[config.mk]
export PLATFORM = sky130hd
export DESIGN_NAME = jedro_1_lsu
export DESIGN_NICKNAME = d
export VERILOG_FILES = /design/src/rtl/jedro_1_lsu.sv
export SDC_FILE = /design/constraint.sdc
export NUM_CORES = 1
export LEC_CHECK = 0
export ABC_AREA = 1
export BUFFER_PORTS_ARGS = -buffer_cell sky130_fd_sc_hd__buf_2
export CAP_MARGIN = 0
export CORE_MARGIN = 3
export CORE_UTILIZATION = 30
export DETAILED_ROUTE_END_ITERATION = 7
export MAX_ROUTING_LAYER = met4
export PLACE_DENSITY_LB_ADDON = 0.15
export SETUP_SLACK_MARGIN = 0.4
export SLEW_MARGIN = 30
export SYNTH_ARGS = -nofsm -noshare
export SYNTH_HDL_FRONTEND = slang
export SYNTH_SLANG_ARGS = --single-unit
[constraint.sdc]
create_clock -name clk_i -period 3.7 [get_ports clk_i]
set_input_delay 0.74 -clock clk_i [delete_from_list [all_inputs] [get_ports clk_i]]
set_output_delay 0.74 -clock clk_i [all_outputs]
set_load 0.03 [all_outputs]
[src/rtl/jedro_1_lsu.sv]
// ---------------------------------------------------------------------------
// jedro_1_lsu -- load-store unit of the jedro_1 core.
//
// Takes one load/store command at a time from the execute stage, runs the
// req/gnt/rvalid data-bus handshake and returns extended load data or a
// misaligned / bus-error flag together with a one-cycle done pulse.
//
// Handshake: a core command is transferred on a rising edge where
// req_i=1 and ready_o=1. A bus request is transferred on a rising edge
// where data_req_o=1 and data_gnt_i=1. The response is taken on the first
// rising edge after the grant where data_rvalid_i=1.
//
// Ports:
//   clk_i, rst_i                  clock, async active-high reset
//   req_i/we_i/size_i/unsigned_i  core command (valid, store, size, zext)
//   addr_i/wdata_i                byte address, right-aligned store data
//   ready_o/done_o                idle indicator, completion pulse
//   rdata_o                       extended load result (successful loads)
//   misaligned_o/err_o            completion status flags
//   data_*                        external data bus (req/gnt/rvalid)
// ---------------------------------------------------------------------------
module jedro_1_lsu #(
    parameter int DATA_WIDTH = 32,
    parameter int ADDR_WIDTH = 32
) (
    input  logic                  clk_i,
    input  logic                  rst_i,
    input  logic                  req_i,
    input  logic                  we_i,
    input  logic [1:0]            size_i,
    input  logic                  unsigned_i,
    input  logic [ADDR_WIDTH-1:0] addr_i,
    input  logic [DATA_WIDTH-1:0] wdata_i,
    output logic                  ready_o,
    output logic                  done_o,
    output logic [DATA_WIDTH-1:0] rdata_o,
    output logic                  misaligned_o,
    output logic                  err_o,
    output logic                  data_req_o,
    input  logic                  data_gnt_i,
    input  logic                  data_rvalid_i,
    output logic                  data_we_o,
    output logic [3:0]            data_be_o,
    output logic [ADDR_WIDTH-1:0] data_addr_o,
    output logic [DATA_WIDTH-1:0] data_wdata_o,
    input  logic [DATA_WIDTH-1:0] data_rdata_i,
    input  logic                  data_err_i
);

    typedef enum logic [1:0] {
        S_IDLE = 2'd0,
        S_REQ  = 2'd1,
        S_WAIT = 2'd2,
        S_DONE = 2'd3
    } state_e;

    state_e                  state_q, state_d;
    logic                    we_q;
    logic [1:0]              size_q;
    logic                    uns_q;
    logic [1:0]              off_q;
    logic [ADDR_WIDTH-1:0]   addr_q;
    logic [3:0]              be_q;
    logic [DATA_WIDTH-1:0]   wdata_q;
    logic                    mis_q;
    logic                    err_q;
    logic [DATA_WIDTH-1:0]   rdata_q;

    // Decode of the incoming command
    logic                    mis_in;
    logic [3:0]              be_in;
    logic [DATA_WIDTH-1:0]   wdata_in;
    logic                    accept;

    assign accept = (state_q == S_IDLE) && req_i;

    always_comb begin
        mis_in   = 1'b0;
        be_in    = 4'b1111;
        wdata_in = wdata_i;
        case (size_i)
            2'b00: begin
                be_in    = 4'b0001 << addr_i[1:0];
                wdata_in = {4{wdata_i[7:0]}};
            end
            2'b01: begin
                mis_in   = addr_i[0];
                be_in    = addr_i[1] ? 4'b1100 : 4'b0011;
                wdata_in = {2{wdata_i[15:0]}};
            end
            default: begin
                // size 11 behaves exactly like a word access
                mis_in = |addr_i[1:0];
            end
        endcase
    end

    // Load extraction: pick the lane by the stored byte offset, then extend
    logic [7:0]            ld_byte;
    logic [15:0]           ld_half;
    logic [DATA_WIDTH-1:0] ld_ext;

    always_comb begin
        ld_byte = 8'h00;
        case (off_q)
            2'd0:    ld_byte = data_rdata_i[7:0];
            2'd1:    ld_byte = data_rdata_i[15:8];
            2'd2:    ld_byte = data_rdata_i[23:16];
            default: ld_byte = data_rdata_i[31:24];
        endcase
        ld_half = off_q[1] ? data_rdata_i[31:16] : data_rdata_i[15:0];
        case (size_q)
            2'b00:   ld_ext = {{24{ld_byte[7] & ~uns_q}}, ld_byte};
            2'b01:   ld_ext = {{16{ld_half[15] & ~uns_q}}, ld_half};
            default: ld_ext = data_rdata_i;
        endcase
    end

    // Next-state logic
    always_comb begin
        state_d = state_q;
        case (state_q)
            S_IDLE: if (req_i) state_d = mis_in ? S_DONE : S_REQ;
            S_REQ:  if (data_gnt_i) state_d = S_WAIT;
            S_WAIT: if (data_rvalid_i) state_d = S_DONE;
            default: state_d = S_IDLE;
        endcase
    end

    always_ff @(posedge clk_i or posedge rst_i) begin
        if (rst_i) begin
            state_q <= S_IDLE;
            we_q    <= 1'b0;
            size_q  <= 2'b00;
            uns_q   <= 1'b0;
            off_q   <= 2'b00;
            addr_q  <= '0;
            be_q    <= 4'b0000;
            wdata_q <= '0;
            mis_q   <= 1'b0;
            err_q   <= 1'b0;
            rdata_q <= '0;
        end else begin
            state_q <= state_d;
            if (accept) begin
                we_q    <= we_i;
                size_q  <= size_i;
                uns_q   <= unsigned_i;
                off_q   <= addr_i[1:0];
                addr_q  <= {addr_i[ADDR_WIDTH-1:2], 2'b00};
                be_q    <= be_in;
                wdata_q <= wdata_in;
                mis_q   <= mis_in;
                err_q   <= 1'b0;
            end
            if (state_q == S_WAIT && data_rvalid_i) begin
                err_q <= data_err_i;
                // rdata only moves on an error-free load
                if (!we_q && !data_err_i) rdata_q <= ld_ext;
            end
        end
    end

    // Bus fields come straight from registers, so they are stable in REQ
    assign ready_o      = (state_q == S_IDLE);
    assign done_o       = (state_q == S_DONE);
    assign misaligned_o = (state_q == S_DONE) && mis_q;
    assign err_o        = (state_q == S_DONE) && err_q;
    assign rdata_o      = rdata_q;
    assign data_req_o   = (state_q == S_REQ);
    assign data_we_o    = we_q;
    assign data_be_o    = be_q;
    assign data_addr_o  = addr_q;
    assign data_wdata_o = wdata_q;

endmodule

==> results of run 1 <==
==> cell usage after synthesis, types with 2 or more instances <==
library cell               instances
sky130_fd_sc_hd__buf_4             3
sky130_fd_sc_hd__dfrtp_1         108
sky130_fd_sc_hd__nand2_4           2
sky130_fd_sc_hd__inv_2             2
sky130_fd_sc_hd__a31oi_1           8
sky130_fd_sc_hd__inv_1            31
sky130_fd_sc_hd__nor2_1           69
sky130_fd_sc_hd__o211ai_1          2
sky130_fd_sc_hd__a21oi_1          55
sky130_fd_sc_hd__or2_2             2
sky130_fd_sc_hd__o21ai_0          43
sky130_fd_sc_hd__buf_6             2
sky130_fd_sc_hd__clkbuf_1         15
sky130_fd_sc_hd__a21oi_2           9
sky130_fd_sc_hd__ha_1              4
sky130_fd_sc_hd__o22ai_1           7
sky130_fd_sc_hd__nand2_2           2
sky130_fd_sc_hd__nand2_1         226
sky130_fd_sc_hd__buf_1             3
sky130_fd_sc_hd__o21ai_1           3
sky130_fd_sc_hd__nand3_1           9
sky130_fd_sc_hd__buf_2             9
==> cells in the final DEF, fill, tap and decap left out, drive strengths merged, types with 8 or more instances in the layout <==
cell type and count:
a21oi 65, a31oi 8, buf 214, clkbuf 11, dfrtp 108, inv 34
nand2 230, nand3 10, nor2 71, o21ai 46
==> worst paths after layout <==
check | startpoint | end | slack (ps) | cells past startpoint
max reg2reg | state_q[0] | rdata_o[7] | 1440 | 9
max in group asynchronous | rst_i | data_addr_o[31] | 2360 | 4
min reg2reg | data_addr_o[7] | data_addr_o[7] | 480 | 2
max | state_q[0] | rdata_o[7] | 1440 | 9
min | rst_i | rdata_o[22] | 400 | 2
min in group clk_i | data_addr_o[7] | data_addr_o[7] | 480 | 2
==> layout make-up <==
class	count	area [um^2]	area share, %
timing repair buffer	214	1109	16.83
clock inverter	5	81.33	1.235
sequential	108	2703	41.03
clock buffer	11	252.7	3.837
multi-input combinational	450	2027	30.78
tap	216	270.3	4.103
inverter	35	143.9	2.185
==> registers in the layout (all words and copies together), names as in the netlist <==
signal,flops
data_wdata_o,32
state_q,2
data_addr_o,30
size_q,2
data_be_o,4
mis_q,1
err_q,1
off_q,2
rdata_o,32
uns_q,1
data_we_o,1
==> critical path: cells and delay by family, from the launching register on <==
| family | cells | cell delay [ps] |
|---|---|---|
| adders and majority gates | 1 | 190 |
| buffers and inverters | 2 | 600 |
| DFF | 1 | 420 |
| and+or+nand+nor | 6 | 950 |
==> logic make-up after synthesis <==
logic type      Yosys count  synth area share (%)
flops                   108                 53.48
simple gates            314                 24.56
other cells               1               0.07420
compound gates          130                 14.36
fa+ha+maj                 4                0.9904
buf+inv                  69                 6.536
==> power breakdown <==
| group | leakage, nW | internal [mW] | switching [mW] |
|---|---|---|---|
| Combinational | 2.13 | 0.910 | 2.26 |
| Clock | 0.162 | 0.632 | 0.448 |
| Sequential | 1.30 | 1.75 | 0.406 |
==> per-layer routing <==
metal / share of wire (%) / vias to the layer above
li1: - / 2375
met1: 44 / 2305
met2: 46 / 207
met3: 8.2 / 20
met4: 2.2 / 0
met5: 0 / -
==> metrics.log, run 1 <==
INFO  metric placedInstanceArea = 0.006231 mm^2
INFO  metric dp_worst_setup_slack = 1224 ps
INFO  metric ctsRootBufferMaster = sky130_fd_sc_hd__clkbuf_16
INFO  metric setup-tns-final = 0 ps
INFO  metric critical_setup_path_kind = flop to flop
INFO  metric synthesis.yosys.warnings = 0
INFO  metric remaining_drc_errors = 0
INFO  metric hpwl = 11910 um
INFO  metric synth.distinct_cells = 34
INFO  metric syn-mean-instance-area = 8.073 um^2
INFO  metric timing.critical_path.slowest_stage_cell = sky130_fd_sc_hd__inv_2
INFO  metric clk_latency = 350 ps
INFO  metric routabilityCongestion = 0.8838
INFO  metric grt_pass1_wl = 25620 um
INFO  metric start_util = 31.25%
INFO  metric grtUsageMet2 = 27.68%
INFO  metric cellPowerDensity = 972.0 mW/mm^2
INFO  metric syn2layout_area_growth = 30.33%
INFO  metric crit_path_max_incr_delay = 500 ps
INFO  metric global_route.usage.total = 18.16%
INFO  metric clk_pin_slew_worst_paths = 70 ps
INFO  metric final_cell_count_no_fill = 1039
INFO  metric worstPathMaxFanout = 46
INFO  metric numPortBuffers = 209
INFO  metric design.final.nets = 928
INFO  metric vias = 4907
INFO  metric peakVddDrop = 0.0004247 V
INFO  metric dieHeight = 135.8 um
INFO  metric yosysTopAreaCellShare = 53.48%
INFO  metric cts-htree-levels = 3
INFO  metric cts_max_path_buffers = 2
INFO  metric layout_setup_ws = 1438 ps
INFO  metric critical_path.cell_chain = inv_1 > ha_1 > nand2_1 > nor2_2 > nand2_2 > inv_2 > nand3_1 > nor2_1 > nor2_1
INFO  metric worst-slew-pin-transition = 864.7 ps
INFO  metric achievable-frequency = 442.0 MHz
INFO  metric endpoint_kind = flop
INFO  metric part_of_the_yosys_area_used_for_sequential_elements = 53.48%
INFO  metric outcome = finished, final reports clean
INFO  metric syn_area = 0.005054 mm^2
INFO  metric post_cts_resized = 0
INFO  metric startpoint_type = flop
INFO  metric setup-violations-final = 0
INFO  metric fin_crit = 2262 ps
INFO  metric grt_start_max_net_pins = 77
INFO  metric floorplan.io_pins = 212
INFO  metric synth.ff_latch_count = 108
INFO  metric antenna_violations_before_repair = 0
INFO  metric timing_hold_violations_final = 0
INFO  metric timing.final.max_slew_violations = 0
INFO  metric cts.hold.buffers_added = 0
INFO  metric design.core.area = 0.01617 mm^2
INFO  metric final_area = 0.006586 mm^2
INFO  metric post_synthesis_cell_type_with_the_largest_combined_area = sky130_fd_sc_hd__dfrtp_1
INFO  metric fill_cells = 1694
INFO  metric design_power_total = 6.402 mW
INFO  metric worstPathRequired = 3940 ps
INFO  metric drt-wirelength-per-cell = 15.59 um
INFO  metric cts_num_sinks = 108
INFO  metric globalRouteMet3Util = 3.938%
INFO  metric clock-skew-final = 8.545 ps
INFO  metric ys_top_cells_by_area = sky130_fd_sc_hd__dfrtp_1, sky130_fd_sc_hd__nand2_1, sky130_fd_sc_hd__a21oi_1
INFO  metric die_width = 135.8 um
INFO  metric layout-drive-gt1-share = 30.98%
INFO  metric synthCells = 626
INFO  metric grt_overflow_total = 0
INFO  metric timing.critical_path.arrival = 2500 ps
INFO  metric layout_worst_path_cycle_share = 61.14%
INFO  metric placement_rows = 46
INFO  metric grt-busiest-layer = met2
INFO  metric cellLeakagePower = 3.600 nW
INFO  metric final_util = 40.72%
INFO  metric dieArea = 0.01844 mm^2
INFO  metric edff_count_synth = 0
INFO  metric routed_vias_inst = 4.723
INFO  metric cts_setup_buffers = 0
INFO  metric insertedDiodeCount = 0
INFO  metric min-delay-path-class = primary input to asynchronous set/reset pin
INFO  metric yosys_most_used_dff = sky130_fd_sc_hd__dfrtp_1
INFO  metric cap_violations = 0
INFO  metric rsz0062_at_grt = no
INFO  metric grtUsageMet1 = 23.94%
INFO  metric detailed_router_s_first_iteration_violation_count = 345
INFO  metric critical_path.most_common_cell = sky130_fd_sc_hd__nor2_1
INFO  metric grt_pass1_vias = 4951
INFO  metric ys_async_sr_fraction = 100.0%
INFO  metric firstDrtPassIters = 5
INFO  metric post_route_wl = 16200 um
INFO  metric dp_cells = 1022
INFO  metric route.antenna.remaining_nets = 0
INFO  metric relSlewSlack = 42.35%
INFO  metric cts_tree = yes
INFO  metric hold_slack = 397.0 ps
INFO  metric tritoncts.num_buffers = 9
No activity file was read; power rests on OpenSTA's default activity.
==> run 2, diff against run 1 <==
==> constraint.sdc (replaced) <==
create_clock -name clk_i -period 2.2 [get_ports clk_i]
set_input_delay 0.44 -clock clk_i [delete_from_list [all_inputs] [get_ports clk_i]]
set_output_delay 0.44 -clock clk_i [all_outputs]
set_load 0.03 [all_outputs]
==> run 2 against run 1 <==
Net effect: via count down 0.77%; largest power group unchanged; setup slack worse by 970 ps; critical path depth down 6; first-iteration DRC count down 36%; largest cell class unchanged; total power up 71%; combinational power up 74%; global-route usage up 0.22 points; sequential power up 67%; clock-buffer cell count down 2; clock skew down 1.8 ps; register-to-register slack worse by 900 ps; final cell count up 0.87%.
==> metrics.log, run 2 (same netlist as run 1, synthesis figures left out) <==
INFO  metric worstPathBufferInverterCount = 2 (unchanged)
INFO  metric worstPathRequired = 1760 ps (-2180 ps)
INFO  metric min-delay-path-class = primary input to asynchronous set/reset pin
INFO  metric dieArea = 0.01844 mm^2 (unchanged)
INFO  metric endpoint_kind = output pin
INFO  metric reg2reg_slack = 540 ps (-900 ps)
INFO  metric crit_path_max_incr_delay = 420 ps (-80 ps)
INFO  metric global_route.usage.total = 18.37% (+0.22 points)
INFO  metric cellPowerDensity = 1632 mW/mm^2 (+68%)
INFO  metric cellLeakagePower = 3.650 nW (+1.4%)
INFO  metric peakVddDrop = 0.0006209 V (+46%)
INFO  metric drt-wirelength-per-cell = 15.86 um (+1.8%)
INFO  metric timing.final.max_slew_violations = 0 (unchanged)
INFO  metric worst_path_dominant_cell_family = flip-flops
INFO  metric outcome = finished, final reports clean
INFO  metric layout_setup_ws = 469.9 ps (-967.8 ps)
INFO  metric cts.hold.buffers_added = 0 (unchanged)
INFO  metric cts_num_sinks = 108 (unchanged)
INFO  metric rsz0062_at_grt = no
INFO  metric critical_setup_path_kind = flop to output pin
INFO  metric ctsRootBufferMaster = sky130_fd_sc_hd__clkbuf_16
INFO  metric design.final.nets = 937 (+0.97%)
INFO  metric detailed_router_s_first_iteration_violation_count = 222 (-36%)
INFO  metric numPortBuffers = 209 (unchanged)
INFO  metric grt_start_max_net_pins = 77 (unchanged)
INFO  metric layout-drive-gt1-share = 32.21% (+1.2 points)
INFO  metric layout_commonest_cell = sky130_fd_sc_hd__nand2_1
INFO  metric layout_worst_path_cycle_share = 78.64%
INFO  metric vias = 4869 (-0.77%)
INFO  metric hpwl = 12310 um (+3.4%)
INFO  metric post_route_wl = 16630 um (+2.6%)
INFO  metric insertedDiodeCount = 0 (unchanged)
INFO  metric syn2layout_area_growth = 32.73%
INFO  metric antenna_violations_before_repair = 1 (+1)
INFO  metric cap_violations = 0 (unchanged)
INFO  metric dieHeight = 135.8 um (unchanged)
INFO  metric critical_path.startpoint = state_q[0]
INFO  metric routabilityCongestion = 0.8670 (-1.9%)
INFO  metric firstDrtPassIters = 5 (unchanged)
INFO  metric cts_max_path_buffers = 2 (unchanged)
INFO  metric routed_vias_inst = 4.646 (-1.6%)
INFO  metric ff2ff_path_depth = 10 (+1)
INFO  metric layout_common_cells = sky130_fd_sc_hd__nand2_1, sky130_fd_sc_hd__buf_2, sky130_fd_sc_hd__dfrtp_1
INFO  metric design.core.area = 0.01617 mm^2 (unchanged)
INFO  metric grt_overflow_total = 0 (unchanged)
INFO  metric clock-skew-final = 6.769 ps (-1.776 ps)
INFO  metric timing_hold_violations_final = 0 (unchanged)
INFO  metric worst-path-stages = 3 (-6)
INFO  metric die_width = 135.8 um (unchanged)
INFO  metric setup-violations-final = 0 (unchanged)
INFO  metric fin_crit = 1730 ps
INFO  metric achievable-frequency = 578.0 MHz
INFO  metric regToRegStartpoint = state_q[0]
INFO  metric clk_latency = 350 ps (about the same)
INFO  metric timing.critical_path.slowest_stage_cell = sky130_fd_sc_hd__dfrtp_1
INFO  metric clk_pin_slew_worst_paths = 80 ps (about the same)
INFO  metric cts-htree-levels = 3 (unchanged)
INFO  metric hold_slack = 97.19 ps (-299.8 ps)
INFO  metric grt_pass1_wl = 25670 um (+0.19%)
INFO  metric worstPathMaxFanout = 4 (-91%)
INFO  metric floorplan.io_pins = 212 (unchanged)
INFO  metric grt_pass1_vias = 4894 (-1.2%)
INFO  metric critical_path.cell_chain = inv_1 > ha_2 > clkbuf_4
INFO  metric tritoncts.num_buffers = 9 (unchanged)
INFO  metric cts_tree = yes
INFO  metric final_area = 0.006708 mm^2 (+1.8%)
INFO  metric timing.critical_path.arrival = 1290 ps (-1210 ps)
INFO  metric start_util = 31.25% (unchanged)
INFO  metric route.antenna.remaining_nets = 0 (unchanged)
INFO  metric setup-tns-final = 0 ps (unchanged)
INFO  metric startpoint_type = flop
INFO  metric dp_worst_setup_slack = 414.9 ps (-809.4 ps)
INFO  metric placedInstanceArea = 0.006316 mm^2 (+1.4%)
INFO  metric placement_rows = 46 (unchanged)
INFO  metric remaining_drc_errors = 0 (unchanged)
[run 2: final timing paths]
check                                  end
max                                ready_o
min reg2reg                 data_addr_o[6]
min                            rdata_o[22]
max in group asynchronous   data_addr_o[3]
min in group clk_i         data_addr_o[25]
max reg2reg                     rdata_o[9]
[run 2: what timing repair did]
item,4_1_cts,5_1_grt
gates resized for setup,0,10
setup buffers,0,1
setup endpoints to repair,0,25
[run 2: cell type report]
type | instances | area (um^2)
timing repair buffer | 223 | 1224
tap | 216 | 270.3
sequential | 108 | 2705
clock buffer | 9 | 225.2
inverter | 35 | 145.1
multi-input combinational | 450 | 2032
fill | 1728 | 9465
clock inverter | 7 | 106.4
[run 2: power by group]
group	internal [mW]	leakage, nW	switching (mW)	total, mW
logic	1.65	2.19	3.88	5.53
clock network	1.02	0.156	0.800	1.82
registers	2.95	1.30	0.657	3.60
[run 2: per-stage QoR]
stage | std cells | utilization, % | power (mW)
5_1_grt | 1048 | 41.47 | 11.72
4_1_cts | 1046 | 41.10 | 10.99
2_1_floorplan | 627 | - | 7.433
3_5_place_dp | 1030 | 39.05 | 9.129
3_3_place_gp | 1030 | 39.05 | 9.040
6_report | 1048 | 41.47 | 10.95
[run 2: per-layer routing]
| metal | up-vias | global-route usage (%) | wire [um] |
|---|---|---|---|
| met1 | 2261 | 23.91 | 7365 |
| met4 | 0 | 4.367 | 252 |
| li1 | 2391 | - | - |
| met5 | - | - | 0 |
| met3 | 16 | 5.052 | 1362 |
| met2 | 201 | 28.71 | 7644 |
==> run 3, diff against run 2 <==
--- a/config.mk
+++ b/config.mk
@@ -5,7 +5,7 @@
 export SDC_FILE = /design/constraint.sdc
 export NUM_CORES = 1
 export LEC_CHECK = 0
-export ABC_AREA = 1
+export ABC_AREA = 0
 export BUFFER_PORTS_ARGS = -buffer_cell sky130_fd_sc_hd__buf_2
 export CAP_MARGIN = 0
 export CORE_MARGIN = 3
==> constraint.sdc (replaced) <==
create_clock -name clk_i -period 1.7 [get_ports clk_i]
set_input_delay 0.34 -clock clk_i [delete_from_list [all_inputs] [get_ports clk_i]]
set_output_delay 0.34 -clock clk_i [all_outputs]
set_load 0.03 [all_outputs]
==> run 3 against run 2 <==
Net effect: sequential cell count did not move; register-to-register slack got worse by 510 ps; non-clock buffer count grew 80; utilization rose by 11 points; critical path depth grew 5; largest cell class is now multi-input gates; routed wire length up 9.2%; clock power increased by 7%.
==> metrics.log, run 3 <==
INFO  metric sw_frac_of_total = 43.21% (-5.5 points)
INFO  metric regToRegStartpoint = state_q[1]
INFO  metric synth.area.mux_share = 17.90% (+18 points)
INFO  metric achievable-frequency = 598.5 MHz
INFO  metric peakVddDrop = 0.001008 V (+62%)
INFO  metric vias = 4741 (-2.6%)
INFO  metric hpwl = 11480 um (-6.8%)
INFO  metric critical_path.startpoint = state_q[1]
INFO  metric worstPathRequired = 1930 ps (+170 ps)
INFO  metric pwr-share-clk = 11.5% (-5.1 points)
INFO  metric layout-drive-gt1-share = 64.41% (+32 points)
INFO  metric numPortBuffers = 209 (unchanged)
INFO  metric syn2layout_area_growth = 68.47%
INFO  metric final_area = 0.008703 mm^2 (+30%)
INFO  metric fin_crit = 1671 ps
INFO  metric timing_hold_violations_final = 0 (unchanged)
INFO  metric dp_worst_setup_slack = 54.39 ps (-360.5 ps)
INFO  metric endpoint_kind = flop
INFO  metric cellPowerDensity = 1953 mW/mm^2 (+20%)
INFO  metric start_util = 30.93% (-0.31 points)
INFO  metric timing.critical_path.arrival = 1900 ps (+610 ps)
INFO  metric synth_common_cells = sky130_fd_sc_hd__dfrtp_1, sky130_fd_sc_hd__nand2_1, sky130_fd_sc_hd__mux2_2
INFO  metric final_cell_count_no_fill = 974 (-7.1%)
INFO  metric rsz0062_at_grt = yes
INFO  metric syn_area = 0.005166 mm^2 (+2.2%)
INFO  metric final_util = 52.11% (+11 points)
INFO  metric cts-htree-levels = 3 (unchanged)
INFO  metric startpoint_type = flop
INFO  metric grt_pass1_wl = 26850 um (+4.6%)
INFO  metric cts_tree = yes
INFO  metric placement_rows = 47 (+2.2%)
INFO  metric post_route_wl = 18160 um (+9.2%)
INFO  metric part_of_the_yosys_area_used_for_sequential_elements = 52.31% (-1.2 points)
INFO  metric crit-reg2reg-capture = data_wdata_o[6]
INFO  metric edff_count_synth = 0 (unchanged)
INFO  metric ys_top_cells_by_area = sky130_fd_sc_hd__dfrtp_1, sky130_fd_sc_hd__mux2_2, sky130_fd_sc_hd__nand2_1
INFO  metric synthCells = 467 (-25%)
INFO  metric cap_violations = 0 (unchanged)
INFO  metric grt_start_max_net_pins = 86 (+12%)
INFO  metric synth-compound-area-share = 10.03% (-4.3 points)
INFO  metric design.final.nets = 860 (-8.2%)
INFO  metric reg2reg_slack = 30 ps (-510 ps)
INFO  metric setup-violations-final = 0 (unchanged)
INFO  metric synth.ff_latch_count = 108 (unchanged)
INFO  metric min-delay-path-class = primary input to asynchronous set/reset pin
INFO  metric dieArea = 0.01883 mm^2 (+2.1%)
INFO  metric yosysTopAreaCellShare = 52.31% (-1.2 points)
INFO  metric layout_commonest_cell = sky130_fd_sc_hd__buf_2
INFO  metric routed_vias_inst = 4.868 (+4.8%)
INFO  metric cts_max_path_buffers = 2 (unchanged)
INFO  metric yosysMostFrequentCell = sky130_fd_sc_hd__dfrtp_1
INFO  metric grt_overflow_total = 0 (unchanged)
INFO  metric yosys_most_used_dff = sky130_fd_sc_hd__dfrtp_1
INFO  metric total_switching_power = 7.345 mW (+38%)
INFO  metric design_power_total = 17.00 mW (+55%)
INFO  metric post_synthesis_cell_type_with_the_largest_combined_area = sky130_fd_sc_hd__dfrtp_1
INFO  metric drt-wirelength-per-cell = 18.64 um (+18%)
INFO  metric cellLeakagePower = 4.312 nW (+18%)
INFO  metric tritoncts.num_buffers = 9 (unchanged)
INFO  metric hold_slack = 93.47 ps (-3.719 ps)
INFO  metric fraction_of_the_mapped_netlist_area_in_adder_cells = 0.9688% (-0.022 points)
INFO  metric antenna_violations_before_repair = 1 (unchanged)
INFO  metric synthesis.yosys.warnings = 0 (unchanged)
INFO  metric detailed_router_s_first_iteration_violation_count = 162 (-27%)
INFO  metric syn-mean-instance-area = 11.06 um^2 (+37%)
INFO  metric ff2ff_path_depth = 8 (-2)
INFO  metric cts_num_sinks = 108 (unchanged)
INFO  metric placedInstanceArea = 0.006760 mm^2 (+7.0%)
INFO  metric critical_setup_path_kind = flop to flop
INFO  metric ctsRootBufferMaster = sky130_fd_sc_hd__clkbuf_16
INFO  metric dieHeight = 137.2 um (+1.1%)
INFO  metric firstDrtPassIters = 4 (-1)
INFO  metric global_route.usage.total = 18.95% (+0.58 points)
INFO  metric grt_pass1_vias = 4957 (+1.3%)
INFO  metric routabilityCongestion = 0.8133 (-6.2%)
INFO  metric layout_common_cells = sky130_fd_sc_hd__buf_2, sky130_fd_sc_hd__dfrtp_1, sky130_fd_sc_hd__buf_4
INFO  metric sequentialPowerShare = 27.8% (-5.1 points)
INFO  metric clock-skew-final = 7.205 ps (+0.4366 ps)
INFO  metric die_width = 137.2 um (+1.1%)
INFO  metric synth.distinct_cells = 48 (+41%)
INFO  metric worstPathMaxFanout = 7 (+3)
INFO  metric remaining_drc_errors = 0 (unchanged)
INFO  metric clk_pin_slew_worst_paths = 70 ps (about the same)
INFO  metric synth_top_family_by_area = multiplexers
INFO  metric floorplan.io_pins = 212 (unchanged)
INFO  metric layout_setup_ws = 29.21 ps (-440.7 ps)
INFO  metric setup-tns-final = 0 ps (unchanged)
INFO  metric design.core.area = 0.01670 mm^2 (+3.3%)
INFO  metric dp_cells = 899 (-13%)
INFO  metric layout_worst_path_cycle_share = 98.28%
INFO  metric share_comb_of_total_power = 60.8% (+10 points)
INFO  metric route.antenna.remaining_nets = 0 (unchanged)
INFO  metric ys_async_sr_fraction = 100.0% (unchanged)
INFO  metric cp-endpoint = data_wdata_o[6]
INFO  metric internal_power = 9.654 mW (+72%)
INFO  metric synth_xor_area_share = 0% (unchanged)
INFO  metric synth_simple_gate_area_share = 14.73% (-9.8 points)
INFO  metric timing.final.max_slew_violations = 0 (unchanged)
INFO  metric outcome = finished, final reports clean
INFO  metric clk_latency = 350 ps (about the same)
[run 3: changes by cell type after synthesis, sizes merged, moves of 27 or more]
cell and delta:
inv -27, mux2i +27, nor2 -53, mux2 +57, a21oi -42, nand2 -158
[run 3: layout make-up]
type,instances,area (um^2)
flip-flops and latches,108,2709
clock buffers,11,242.7
inverters,7,37.54
diodes,1,2.502
fillers,1529,7998
multi-input cells,321,2928
well taps,220,275.3
clock inverters,3,15.01
repair buffers,303,2494
[run 3: kinds of logic (layout without fill, tap and decap cells)]
| kind of cell | after synthesis | in the layout |
|---|---|---|
| AND/OR/NAND/NOR | 146 | 146 |
| adder cells (fa/ha/maj) | 4 | 4 |
| flip-flops | 108 | 108 |
| multiplexers | 84 | 84 |
| other | 1 | 3 |
| buffers and inverters | 39 | 324 |
| AO/OA/AOI/OAI | 85 | 85 |
[run 3: routing by layer]
layer  share of wire [%]  up-vias  global-route usage (%)
li1                    -     2212                       -
met1                  41     2341                   23.87
met2                  51      171                   30.57
met3                 6.8       17                   4.383
met4                 1.3        0                   5.710
met5                   0        -                       -
[run 3: power groups by stage]
stage | Clock [mW] | Sequential [mW] | Combinational, mW
5_1_grt | 2.12 | 4.86 | 11.0
4_1_cts | 2.01 | 4.65 | 9.14
3_5_place_dp | 0 | 4.60 | 7.51
2_1_floorplan | 0 | 6.77 | 3.03
6_report | 1.95 | 4.72 | 10.3
3_3_place_gp | 0 | 4.56 | 7.41
[run 3: critical path, stage by stage (launching register included)]
cell and delay, ps:
sky130_fd_sc_hd__dfrtp_2 470, sky130_fd_sc_hd__inv_4 90, sky130_fd_sc_hd__ha_4 150, sky130_fd_sc_hd__buf_12 110
sky130_fd_sc_hd__nand2_8 80, sky130_fd_sc_hd__buf_6 130, sky130_fd_sc_hd__buf_6 110, sky130_fd_sc_hd__buf_16 130
sky130_fd_sc_hd__mux2_4 290
[run 3: what timing repair did]
action                                  in CTS  in global routing
gates cloned                                13                  5
pin swaps                                   40                 36
hold buffers                                 0                  0
endpoints found under the setup margin     103                141
buffers inserted                            25                 17
resized for setup                          130                140
[run 3: worst min path at each step]
stage,start,to,cells after the start
2_1_floorplan,mis_q,mis_q,1
3_3_place_gp,rst_i,err_q,3
3_5_place_dp,rst_i,err_q,3
4_1_cts,rst_i,err_q,3
5_1_grt,rst_i,err_q,3
6_report,rst_i,data_wdata_o[9],3
